===== config.mk =====
export PLATFORM = sky130hd
export DESIGN_NAME = serial_subtractor
export DESIGN_NICKNAME = d
export VERILOG_FILES = /design/src/rtl/serial_subtractor.sv
export SDC_FILE = /design/constraint.sdc
export NUM_CORES = 1
export LEC_CHECK = 0
export CORE_ASPECT_RATIO = 1.4
export CORE_UTILIZATION = 64
export CTS_CLUSTER_DIAMETER = 80
export DETAILED_ROUTE_END_ITERATION = 16
export DONT_BUFFER_PORTS = 1
export HOLD_SLACK_MARGIN = 0.08
export PLACE_DENSITY = 0.86
export SETUP_SLACK_MARGIN = 0.3
export SYNTH_ARGS = -nofsm -noshare
export SYNTH_HDL_FRONTEND = slang
export SYNTH_SLANG_ARGS = --single-unit

===== constraint.sdc =====
create_clock -name clk -period 2.47 [get_ports clk]
set_clock_uncertainty 0.2 [all_clocks]
set_input_delay 0.3705 -clock clk [delete_from_list [all_inputs] [get_ports clk]]
set_output_delay 0.3705 -clock clk [all_outputs]
set_load 0.02 [all_outputs]

===== src/rtl/serial_subtractor.sv =====
`default_nettype none
// ============================================================================
//  Module      : serial_subtractor
//  Description : Bit-serial two's-complement subtractor. Computes a - b one
//                bit per clock, LSB first, through a single full-adder cell
//                fed with ~b and an initial carry of 1.
//  Ports       : clk        - clock, rising-edge active
//                reset      - asynchronous active-high reset
//                start      - request, accepted when idle or in the done cycle
//                a, b       - minuend / subtrahend, sampled on accept
//                busy       - high while bits are being processed
//                done       - one-cycle pulse, results updated
//                difference - a - b modulo 2^WIDTH
//                borrowout  - unsigned a < b
//                overflow   - signed overflow of the subtraction
//                zero       - difference == 0
//  Revision    : 1.0 - initial release
// ============================================================================
module serial_subtractor #(
    parameter int WIDTH = 8
) (
    input  logic             clk,
    input  logic             reset,
    input  logic             start,
    input  logic [WIDTH-1:0] a,
    input  logic [WIDTH-1:0] b,
    output logic             busy,
    output logic             done,
    output logic [WIDTH-1:0] difference,
    output logic             borrowout,
    output logic             overflow,
    output logic             zero
);

    localparam int              CNT_W  = $clog2(WIDTH);
    localparam logic [CNT_W-1:0] C_LAST = CNT_W'(WIDTH - 1);

    typedef enum logic [1:0] {
        ST_IDLE  = 2'd0,
        ST_SHIFT = 2'd1,
        ST_DONE  = 2'd2
    } state_t;

    state_t             r_state;
    state_t             w_next;

    logic [WIDTH-1:0]   r_opa;
    logic [WIDTH-1:0]   r_opb;
    logic [WIDTH-1:0]   r_result;
    logic [CNT_W-1:0]   r_count;
    logic               r_carry;

    logic               w_accept;
    logic               w_last;
    logic               w_sum;
    logic               w_cout;
    logic [WIDTH-1:0]   w_result;

    // A new operation may start from IDLE or directly out of the DONE cycle.
    assign w_accept = start && ((r_state == ST_IDLE) || (r_state == ST_DONE));
    assign w_last   = (r_count == C_LAST);

    // Single full-adder cell; opb already holds ~b.
    assign w_sum    = r_opa[0] ^ r_opb[0] ^ r_carry;
    assign w_cout   = (r_opa[0] & r_opb[0]) | (r_opa[0] & r_carry) | (r_opb[0] & r_carry);
    assign w_result = {w_sum, r_result[WIDTH-1:1]};

    assign busy = (r_state == ST_SHIFT);
    assign done = (r_state == ST_DONE);

    // ------------------------------------------------------------------
    // State register
    // ------------------------------------------------------------------
    always_ff @(posedge clk or posedge reset) begin
        if (reset) begin
            r_state <= ST_IDLE;
        end else begin
            r_state <= w_next;
        end
    end

    // ------------------------------------------------------------------
    // Next-state logic
    // ------------------------------------------------------------------
    always_comb begin
        w_next = r_state;
        case (r_state)
            ST_IDLE:  if (start) w_next = ST_SHIFT;
            ST_SHIFT: if (w_last) w_next = ST_DONE;
            ST_DONE:  w_next = start ? ST_SHIFT : ST_IDLE;
            default:  w_next = ST_IDLE;
        endcase
    end

    // ------------------------------------------------------------------
    // Datapath and result registers
    // ------------------------------------------------------------------
    always_ff @(posedge clk or posedge reset) begin
        if (reset) begin
            r_opa      <= '0;
            r_opb      <= '0;
            r_result   <= '0;
            r_count    <= '0;
            r_carry    <= 1'b0;
            difference <= '0;
            borrowout  <= 1'b0;
            overflow   <= 1'b0;
            zero       <= 1'b0;
        end else if (w_accept) begin
            r_opa    <= a;
            r_opb    <= ~b;
            r_result <= '0;
            r_count  <= '0;
            r_carry  <= 1'b1;
        end else if (r_state == ST_SHIFT) begin
            r_opa    <= {1'b0, r_opa[WIDTH-1:1]};
            r_opb    <= {1'b0, r_opb[WIDTH-1:1]};
            r_result <= w_result;
            r_carry  <= w_cout;
            r_count  <= r_count + 1'b1;
            if (w_last) begin
                // r_carry here is the carry into the MSB, w_cout the carry out.
                difference <= w_result;
                borrowout  <= ~w_cout;
                overflow   <= r_carry ^ w_cout;
                zero       <= (w_result == '0);
            end
        end
    end

endmodule
`default_nettype wire


* Word level (Yosys, flattened, before mapping) *
Index checks and enable logic that the tools add are counted.

operators by class
  add/subtract/negate cells = 1
  equality and inequality tests = 5
  mux-type cells = 14
  bitwise operators = 11
  reduce and logical (&&, ||, !) cells = 7

operator list
  kind                                           number
  2-to-1 mux 8 bit                               6
  logical NOT 8 bit                              1
  inverter 8 bit                                 1
  2-to-1 mux 3 bit                               2
  one-hot mux 2 bit (3 select lines)             1
  2-to-1 mux 2 bit                               2
  adder 3 x 1 -> 3 bit, second input constant    1
  bitwise AND 1 bit                              3
  == test 3 bit, second input constant           1
  2-to-1 mux 1 bit                               3
  AND reduction 3 bit                            1
  bitwise XOR 1 bit                              3
  == test 2 x 1 -> 1 bit, second input constant  1
  == test 2 bit, second input constant           1
  logical NOT 2 bit                              1
  != test 2 x 1 -> 1 bit, second input constant  1
  != test 2 bit, second input constant           1
  inverter 1 bit                                 2
  bitwise OR 1 bit                               2
  AND reduction 2 bit                            1
  nonzero test 2 bit                             1
  logical AND 1 bit                              1
  logical OR 1 bit                               1

word-level totals
  register bits after elaboration = 41
  input bits = 19
  output and inout port bits = 13

* Logic depth before layout (Yosys ltp) *
Gate-level depths: netlist of run 1.

  word-level depth = 5
  depth in mapped cells = 6
  depth with buffers taken out = 5

* Worst setup path before layout of run 1 *
OpenSTA, ideal clock, no wires.

  path kind = register to register
  start point = register r_count[0]
  end point = register borrowout
  setup time = 0.125 ns
  data arrival time = 1.360 ns
  required time = 2.145 ns
  setup slack = 0.785 ns
  stages on the path, launching flop included = 6
  buffers on the path = 1
  clock period less this slack = 1.685 ns
  path through = dfrtp_1 ha_1 ha_1 nand3b_2 buf_6 mux2_2

between the ends
  word-level cells in the longest chain between the ends = 2

ends and longest elaborated chain
  what                           line  source
  from (decl)                    50    logic [CNT_W-1:0] r_count;
  from (signal assigned)         120   r_count <= r_count + 1'b1;
  == test 3 bit                  61    assign w_last = (r_count == C_LAST);
  AND reduction 3 bit (no line)  n/a
  to (signal assigned)           124   borrowout <= ~w_cout;
  to (decl)                      30    output logic borrowout,

Every way passes these cells.
A chain may end at the register's enable or synchronous reset.

* Worst setup path after layout of run 1 *
  start point = register r_state[1]
  end point = output port busy

between the ends
  word-level cells in the longest chain between the ends = 1

ends and longest elaborated chain
  what                    line  source
  from (decl)             44    state_t r_state;
  from (signal assigned)  78    r_state <= w_next;
  == test 2 x 1 -> 1 bit  68    assign busy = (r_state == ST_SHIFT);
  to (decl)               27    output logic busy,

Every way passes these cells.

==> results of run 1 <==
## sequential cells by signal, summed over array words and instances, names as in the netlist
signal / count
borrowout: 1
difference: 8
zero: 1
r_carry: 1
overflow: 1
r_opa: 8
r_result: 7
r_opb: 8
r_count: 3
r_state: 2
## power groups by stage
| stage | Combinational, µW | Clock, µW | Sequential (µW) |
|---|---|---|---|
| CTS | 849 | 486 | 1270 |
| global placement | 773 | 0 | 1260 |
| floorplan | 756 | 0 | 1210 |
| global route | 967 | 512 | 1320 |
| finish | 863 | 479 | 1280 |
| detailed placement | 819 | 0 | 1280 |
## cells by family (layout without fill, tap and decap cells)
logic type / after synthesis / count (layout) / share of synthesized area
XOR/XNOR: 1 / 1 / 0.00522
buffers and inverters: 14 / 33 / 0.0544
AO/OA/AOI/OAI: 30 / 30 / 0.145
flip-flops: 40 / 40 / 0.596
adder cells (fa/ha/maj): 3 / 3 / 0.0268
multiplexers: 10 / 10 / 0.0656
AND/OR/NAND/NOR: 33 / 33 / 0.107
## cell usage after synthesis
cell type,count,area share
dfrtp_1,40,0.60
nand2_1,11,0.025
o2bb2ai_1,2,0.010
nor3_1,1,0.0030
nor2b_1,1,0.0037
clkbuf_1,1,0.0022
xor2_1,1,0.0052
fa_1,1,0.012
nand3_1,7,0.021
nor4_1,1,0.0037
inv_1,5,0.011
nor2_8,1,0.012
mux2i_1,2,0.012
mux2_2,8,0.054
a22o_1,9,0.047
nand3b_2,1,0.0067
and2b_1,1,0.0045
ha_1,2,0.015
a22oi_1,6,0.027
nor4b_1,1,0.0052
buf_6,4,0.027
nor2_1,6,0.013
buf_4,1,0.0045
a221o_1,7,0.042
nand2b_1,1,0.0037
buf_2,2,0.0060
nand2b_2,1,0.0052
o211ai_1,1,0.0045
o21ai_0,5,0.015
inv_4,1,0.0037
## per-layer routing
layer	GRT usage	vias up	routed length (µm)	part of all wire
li1	-	512	-	-
met5	0	-	0	0
met1	0.342	541	1310	0.39
met4	0.193	0	149	0.044
met2	0.451	37	1790	0.53
met3	0.0520	11	116	0.035
## critical path: cells and delay by family (launching register included)
kind	cells	cell delay, ns
DFF	1	0.41
buffers and inverters	1	0.32
and+or+nand+nor	1	0.31
## layout make-up
class / instances / area, µm²
Sequential cell: 40 / 1000
Multi-Input combinational cell: 77 / 587
Fill cell: 151 / 508
Timing Repair Buffer: 19 / 185
Clock buffer: 7 / 65.1
Tap cell: 34 / 42.5
Clock inverter: 1 / 30.0
Inverter: 6 / 25.0
## how the worst max path moves through the flow
stage	endpoint	cells after the start
final	busy	2
after floorplan	borrowout	5
after detailed placement	difference[4]	4
after global routing	busy	2
after global placement	difference[5]	4
after CTS	busy	2
## stage by stage
stage | hold WS (ns) | power [µW]
CTS | 0.308 | 2610
floorplan | 0.253 | 1960
global route | 0.340 | 2800
finish | 0.318 | 2620
global placement | 0.198 | 2040
detailed placement | 0.206 | 2100
==> run metrics, run 1 <==
min-delay src=r_opa[4]; syn avg cell area=12.8 µm²; Final Hold Vio Count=0; Die H=62.6 µm; post_cts resized=0; DRT Wirelength=3.36 mm; Switching Share=0.381; DR vias/cell=between 5 and 6; Worst path max stage delay=approximately 0.41 ns; Syn Nets=153; core area=2440 µm²; CTS tree=yes; worst r2r src=r_state[1]; WHS Endpoint=r_opa[3]; Layout Cells excl Fill=184; # H-tree levels=2; WP data arrival=1.40 ns; DP Worst Slack=~0.7 ns; combinational share of power=0.329; R2R Path End=r_opb[3]; Synth-to-Final Area Change=15.3%; YS warnings=0; DRC=0; clock sink count=40; critical-path maximum fanout=25; clock buffer depth=2; initial antenna violation count=0; largest net degree at the start of global routing=41; Hold Path Stages=2; Die Footprint=2840 µm²; Final WS setup=0.503 ns; I/O pin count=32; Max-Cap Viols=0; number of global-route vias before repair=1134; routed len/inst=18.3 µm; Setup-failing EPs final=0; Site Rows=21; Vias=1101; postcts setup bufs=0; unrepaired setup endpoints after global routing=false; Power Density=1350 nW/µm²; Post-DP Area=1670 µm²; fin. max-slew vios=0; Post-Syn Instances=~130; clock slew at reported path FFs=0.12 ns; post-detailed-placement half-perimeter wirelength=between 2 and 2.5 mm; grt total ovfl=0; outcome=finished, final reports clean; sequential power share=0.488; synthesized area=1680 µm²; Slowest-stage cell, CP=dfrtp_1; Port Buffers=0; GP Congestion=0.759; period utilisation layout=0.796; layout net count=171; placed cell count=159; worst path required time=~1.9 ns; fin crit period=between 1.5 and 2 ns; Initial Util=0.687; post-route design area=1940 µm²; Num CTS Buffers=5; reg2reg setup slack=roughly 0.67 ns; first-pass GRT wire length=~5.6 mm; crit path kind=reg2out; post-route ant nets=0; Least-Margin Pin Slew=0.610 ns; Core Util, Final=0.792; Pint=1620 µW; sequential area share after synthesis=0.596; CP Capture Type=output port; First DRT Iteration DRCs=47; share of cells above drive strength 1=0.147; Yosys reg bits=40; Peak VDD IR=838 µV; Lkg Pwr=around 0.0009 µW; die width=45.3 µm; R2R cell count=4; Crit. Startpoint=r_state[1]; Hold Crit Class=reg2reg; clock share of power=0.183; most common cell after layout, fill and taps aside=dfrtp_1; # hold bufs at CTS=17; GRT Util Overall=0.286; P_sw=999 µW; Slew HR=0.593; diode count=0; Critical Path Source Type=flop; Fmax=508 MHz; commonest non-fill, non-tap cells in the layout=dfrtp_1, dlygate4sd3_1, nand2_1; setup TNS=0 ns; CTS Root Cell=clkbuf_4; worst skew pair latency=0.35 ns; drt pass-1 iters=4; CP Cell Sequence=nand2b_2, inv_4; Yosys cell types=30
Note: power is estimated with default switching activity, not from simulation.
==> run 2: changes to the inputs <==
--- a/config.mk
+++ b/config.mk
@@ -6,12 +6,12 @@
 export NUM_CORES = 1
 export LEC_CHECK = 0
 export CORE_ASPECT_RATIO = 1.4
-export CORE_UTILIZATION = 64
+export CORE_UTILIZATION = 61
 export CTS_CLUSTER_DIAMETER = 80
 export DETAILED_ROUTE_END_ITERATION = 16
 export DONT_BUFFER_PORTS = 1
 export HOLD_SLACK_MARGIN = 0.08
-export PLACE_DENSITY = 0.86
+export PLACE_DENSITY = 0.83
 export SETUP_SLACK_MARGIN = 0.3
 export SYNTH_ARGS = -nofsm -noshare
 export SYNTH_HDL_FRONTEND = slang
==> constraint.sdc (replaced) <==
create_clock -name clk -period 2 [get_ports clk]
set_clock_uncertainty 0.2 [all_clocks]
set_input_delay 0.3 -clock clk [delete_from_list [all_inputs] [get_ports clk]]
set_output_delay 0.3 -clock clk [all_outputs]
set_load 0.02 [all_outputs]
==> run 2 against run 1 <==
Against the previous run: setup slack worse by 0.24 ns; via count up 3.5%; wire length up 5.1%; die area up 4.7%; clock-buffer cell count down 1; register-to-register slack worse by 0.40 ns; core utilization down 2.8 points; critical path type is now reg2reg; hold slack worse by 0.013 ns; largest power group unchanged; combinational power up 52%; cell count up 4.9%; clock power down 21%; sequential power up 24%.
==> run metrics, run 2 (synthesis results as in run 1) <==
Core Util, Final=0.764 (-0.0285); Fmax=577 MHz; M3 GR Usage=0.0791 (+0.0271); global routing met1 resource utilization=0.340 (-0.00217); First DRT Iteration DRCs=49 (+4.3%); DR vias/cell=5.90 (-1.4%); I/O pin count=32 (unchanged); die width=46.3 µm (+2.3%); Die H=64.1 µm (+2.3%); post-route ant nets=0 (unchanged); setup TNS=0 ns (unchanged); largest net degree at the start of global routing=41 (unchanged); Slew HR=0.657 (+0.0633); GP Congestion=0.745 (-1.8%); Lkg Pwr=0.000944 µW (+3.3%); layout net count=179 (+4.7%); most common cell after layout, fill and taps aside=dfrtp_1; Hold Crit Class=in2async; clock slew at reported path FFs=0.11 ns (about the same); first-pass GRT wire length=5.87 mm (+5.3%); worst path required time=2.03 ns (+0.13 ns); met2 usage in global routing=0.474 (+0.0229); routed len/inst=18.3 µm (+0.16%); commonest non-fill, non-tap cells in the layout=dfrtp_1, dlygate4sd3_1, nand2_1; Vias=1139 (+3.5%); fin. max-slew vios=0 (unchanged); Final Hold Vio Count=0 (unchanged); Peak VDD IR=939 µV (+12%); outcome=finished, final reports clean; post-detailed-placement half-perimeter wirelength=2.03 mm (+0.99%); Power Density=1640 nW/µm² (+21%); WP data arrival=1.77 ns (+0.37 ns); DRT Wirelength=3.53 mm (+5.1%); Critical Path Source Type=flop; # H-tree levels=2 (unchanged); unrepaired setup endpoints after global routing=true; fin crit period=1.73 ns; Port Buffers=0 (unchanged); period utilisation layout=0.867; largest registers=difference: 8 flops, r_opa: 8 flops, r_opb: 8 flops; grt total ovfl=0 (unchanged); Synth-to-Final Area Change=18.9%; hold slack=0.304 ns (-0.0133 ns); drt pass-1 iters=4 (unchanged); initial antenna violation count=0 (unchanged); Max-Cap Viols=0 (unchanged); Least-Margin Pin Slew=0.514 ns (-0.0960 ns); Num CTS Buffers=5 (unchanged); clock sink count=40 (unchanged); diode count=0 (unchanged); Die Footprint=2970 µm² (+4.7%); Initial Util=0.642 (-0.0450); worst skew pair latency=0.35 ns (about the same); number of global-route vias before repair=1221 (+7.7%); core area=2620 µm² (+7.0%); DRC=0 (unchanged); Site Rows=22 (+4.8%); GRT Util Overall=0.285 (-0.00165); gr busiest metal=met2; CP Capture Type=flop; critical-path maximum fanout=17 (-32%); CTS tree=yes; CTS Root Cell=clkbuf_4; layout filler cell count=173 (+15%); Setup-failing EPs final=0 (unchanged); share of cells above drive strength 1=0.204 (+0.0572); crit path kind=reg2reg; clock buffer depth=2 (unchanged)
-- run 2: worst paths after layout --
kind | cells after the start | end | from | slack, ns
max | 3 | r_opb[1] | r_state[0] | 0.27
min | 3 | r_result[6] | reset | 0.30
max reg2reg | 3 | r_opb[1] | r_state[0] | 0.27
min reg2reg | 1 | r_opb[7] | r_opb[7] | 0.32
max in group asynchronous | 3 | r_state[0] | reset | 0.95
min in group clk | 1 | r_opb[7] | r_opb[7] | 0.32
-- run 2: final cells by class --
cell class                 instances  area [µm²]  area share
sequential                        40        1000       0.502
multi-input combinational         78         628       0.315
timing repair buffer              26         240       0.120
tap                               36        45.0      0.0226
clock buffer                       6        41.3      0.0207
inverter                           6        35.0      0.0175
clock inverter                     1        5.00     0.00251
-- run 2: what timing repair did --
item | CTS | global route
resized for setup | 4 | 7
hold buffers | 17 | 1
hold endpoints to repair | 56 | 1
buffers inserted | 2 | 2
setup endpoints to repair | 10 | 19
gates cloned | 0 | 1
pin swaps | 1 | 1
-- run 2: power breakdown --
part	switching, µW	total (µW)	internal, µW	leakage (µW)
clock network	249	378	130	0.0000281
registers	411	1590	1180	0.000501
logic	643	1310	666	0.000415
total	1300	3270	1970	0.000944
-- run 2: stage by stage --
stage	instances	setup WS (ns)	total power, µW	instance area, µm²
floorplan	131	0.315	2420	1680
global placement	163	0.287	2550	1690
detailed placement	163	0.214	2640	1690
CTS	189	0.302	3130	1940
global route	193	0.207	3500	2000
finish	193	0.267	3270	2000
-- run 2: layer usage --
metal  share of wire  up-vias
li1                -      524
met1            0.39      580
met2            0.55       30
met3           0.037        5
met4           0.017        0
met5               0        -
-- run 2: worst max-delay path: stages (launching register included) --
cell	delay, ns
dfrtp_2	0.49
nor2b_1	0.44
nor2_8	0.14
a221o_1	0.34
==> run 3: changes to the inputs <==
--- a/config.mk
+++ b/config.mk
@@ -12,6 +12,7 @@
 export DONT_BUFFER_PORTS = 1
 export HOLD_SLACK_MARGIN = 0.08
 export PLACE_DENSITY = 0.83
+export REMOVE_ABC_BUFFERS = 1
 export SETUP_SLACK_MARGIN = 0.3
 export SYNTH_ARGS = -nofsm -noshare
 export SYNTH_HDL_FRONTEND = slang
==> constraint.sdc (replaced) <==
create_clock -name clk -period 2 [get_ports clk]
set_clock_uncertainty 0.2 [all_clocks]
set_input_delay 0.6 -clock clk [delete_from_list [all_inputs] [get_ports clk]]
set_output_delay 0.6 -clock clk [all_outputs]
set_load 0.02 [all_outputs]
==> run 3 against run 2 <==
Against the previous run: critical path depth is 2 lower; critical path type is now reg2out; critical endpoint is now done; core utilization is 3.4 points lower; sequential power hardly changed; maximum frequency is 6.4% lower; flip-flop and latch count stayed put; clock power is 8.5% lower; cell count is 4.1% lower; clock-buffer cell count is 1 lower; sequential share of layout area is 2.4 points higher; combinational power is 8% higher; via count is 1.1% lower; global-route usage is 4.0 points lower.
==> run metrics, run 3 (synthesis results as in run 1) <==
post-route design area=1910 µm² (-4.5%); CP Buf/Inv Count=0 (unchanged); Reg area=1000 µm² (unchanged); post-route ant nets=0 (unchanged); drt pass-1 iters=4 (unchanged); worst skew pair latency=0.34 ns (about the same); clock slew at reported path FFs=0.10 ns (about the same); Core Util, Final=0.729 (-0.0344); Hold Path Stages=1; combinational share of power=0.425 (+0.025); Least-Margin Pin Slew=0.472 ns (-0.0422 ns); multi-input logic area=633 µm² (+0.80%); WP data arrival=1.05 ns (-0.72 ns); unrepaired setup endpoints after global routing=true; largest net degree at the start of global routing=41 (unchanged); post-detailed-placement half-perimeter wirelength=1.96 mm (-3.5%); worst path required time=1.20 ns (-0.83 ns); Initial Util=0.642 (unchanged); largest registers=difference: 8 flops, r_opa: 8 flops, r_opb: 8 flops; DP Worst Slack=0.179 ns (-0.0345 ns); Final WS setup=0.149 ns (-0.118 ns); fin crit period=1.85 ns (+0.118 ns); CTS tree=yes; critical-path maximum fanout=3 (-14); CTS Root Cell=clkbuf_4; first-pass GRT wire length=5.03 mm (-14%); sequential power share=0.472 (-0.013); most common cell after layout, fill and taps aside=dfrtp_1; fin. max-slew vios=0 (unchanged); Port Buffers=0 (unchanged); Die Footprint=2970 µm² (unchanged); Hold Crit Class=in2reg; Lkg Pwr=0.000919 µW (-2.6%); clock sink count=40 (unchanged); Worst path max stage delay=0.44 ns (-0.05 ns); crit path kind=reg2out; routed len/inst=18.1 µm (-1.2%); Num CTS Buffers=5 (unchanged); period utilisation layout=0.926 (+0.0591); commonest non-fill, non-tap cells in the layout=dfrtp_1, buf_4, nand2_1; CP Cell Sequence=and2b_2; Post-DP Area=1690 µm² (unchanged); clock share of power=0.104 (-0.011); # H-tree levels=2 (unchanged); layout net count=173 (-3.4%); reg2reg setup slack=0.32 ns (+0.05 ns); initial antenna violation count=0 (unchanged); Pint=2030 µW (+2.9%); Die H=64.1 µm (unchanged); diode count=0 (unchanged); core area=2620 µm² (unchanged); number of global-route vias before repair=1100 (-9.9%); DRC=0 (unchanged); GP Congestion=0.753 (+1.0%); Final Hold Vio Count=0 (unchanged); Site Rows=22 (unchanged); Synth-to-Final Area Change=13.6%; R2R cell count=4 (+1); setup TNS=0 ns (unchanged); CP Capture Type=output port; Vias=1126 (-1.1%); hold slack=0.131 ns (-0.174 ns); Critical Path Source Type=flop; die width=46.3 µm (unchanged); Fmax=540 MHz (-6.4%); DR vias/cell=6.09 (+3.1%); Crit path depth=1 (-2); clock buffer depth=2 (unchanged); I/O pin count=32 (unchanged); Slew HR=0.686 (+0.0289); outcome=finished, final reports clean; Power Density=1750 nW/µm² (+6.6%); Setup-failing EPs final=0 (unchanged); GRT Util Overall=0.245 (-0.0401); First DRT Iteration DRCs=42 (-14%); Max-Cap Viols=0 (unchanged); DRT Wirelength=3.34 mm (-5.3%); P_sw=1310 µW (+0.22%); Slowest-stage cell, CP=dfrtp_2; share of cells above drive strength 1=0.282 (+0.0781); grt total ovfl=0 (unchanged); layout filler cell count=189 (+9.2%); CP delay by family, top=flip-flops; Peak VDD IR=1130 µV (+20%); Switching Share=0.391 (-0.00627)
run 3: cell count changes in the layout (fill, tap and decap cells not counted), sizes merged:
cell / delta
dlygate4sd3: -17
buf: +9
inv: +2
clkbuf: -1
clkinv: -1
run 3: per-stage QoR:
step                      total power [µW]  std cells
final                                 3330        185
after global routing                  3540        185
after CTS                             3200        177
after detailed placement              2640        163
after global placement                2540        163
after floorplan                       2330        123
run 3: final timing paths:
check	end	start
worst max register to register	difference[6]	r_count[0]
worst min-delay path	r_opb[7]	b[7]
worst max-delay path	done	r_state[0]
min in group asynchronous	r_opb[3]	reset
worst min register to register	r_opa[1]	r_opa[2]
max in group asynchronous	r_state[0]	reset
run 3: cell type report:
type / count / area share
repair buffers: 18 / 0.0741
flip-flops and latches: 40 / 0.526
clock buffers: 5 / 0.0197
inverters: 6 / 0.0184
well taps: 36 / 0.0236
repair inverters: 2 / 0.00656
multi-input cells: 78 / 0.332
run 3: per-layer routing:
metal	global-route usage	wire [µm]	vias up
met3	0.0932	184	5
met4	0.0993	53	0
met5	0	0	-
met2	0.382	1780	44
met1	0.293	1330	566
li1	-	-	511
run 3: power by group through the flow:
stage	clock network, µW	registers [µW]	logic, µW
2_1_floorplan	0	1490	837
3_3_place_gp	0	1550	996
3_5_place_dp	0	1570	1070
4_1_cts	356	1560	1280
5_1_grt	393	1610	1540
6_report	346	1570	1420
run 3: repair_timing:
item | in CTS | in global routing
hold buffers | 1 | 0
setup endpoints to repair | 11 | 18
buffers inserted | 6 | 7
resized for setup | 8 | 5
pin swaps | 2 | 3
endpoints found under the hold margin | 20 | 0
gates cloned | 2 | 1
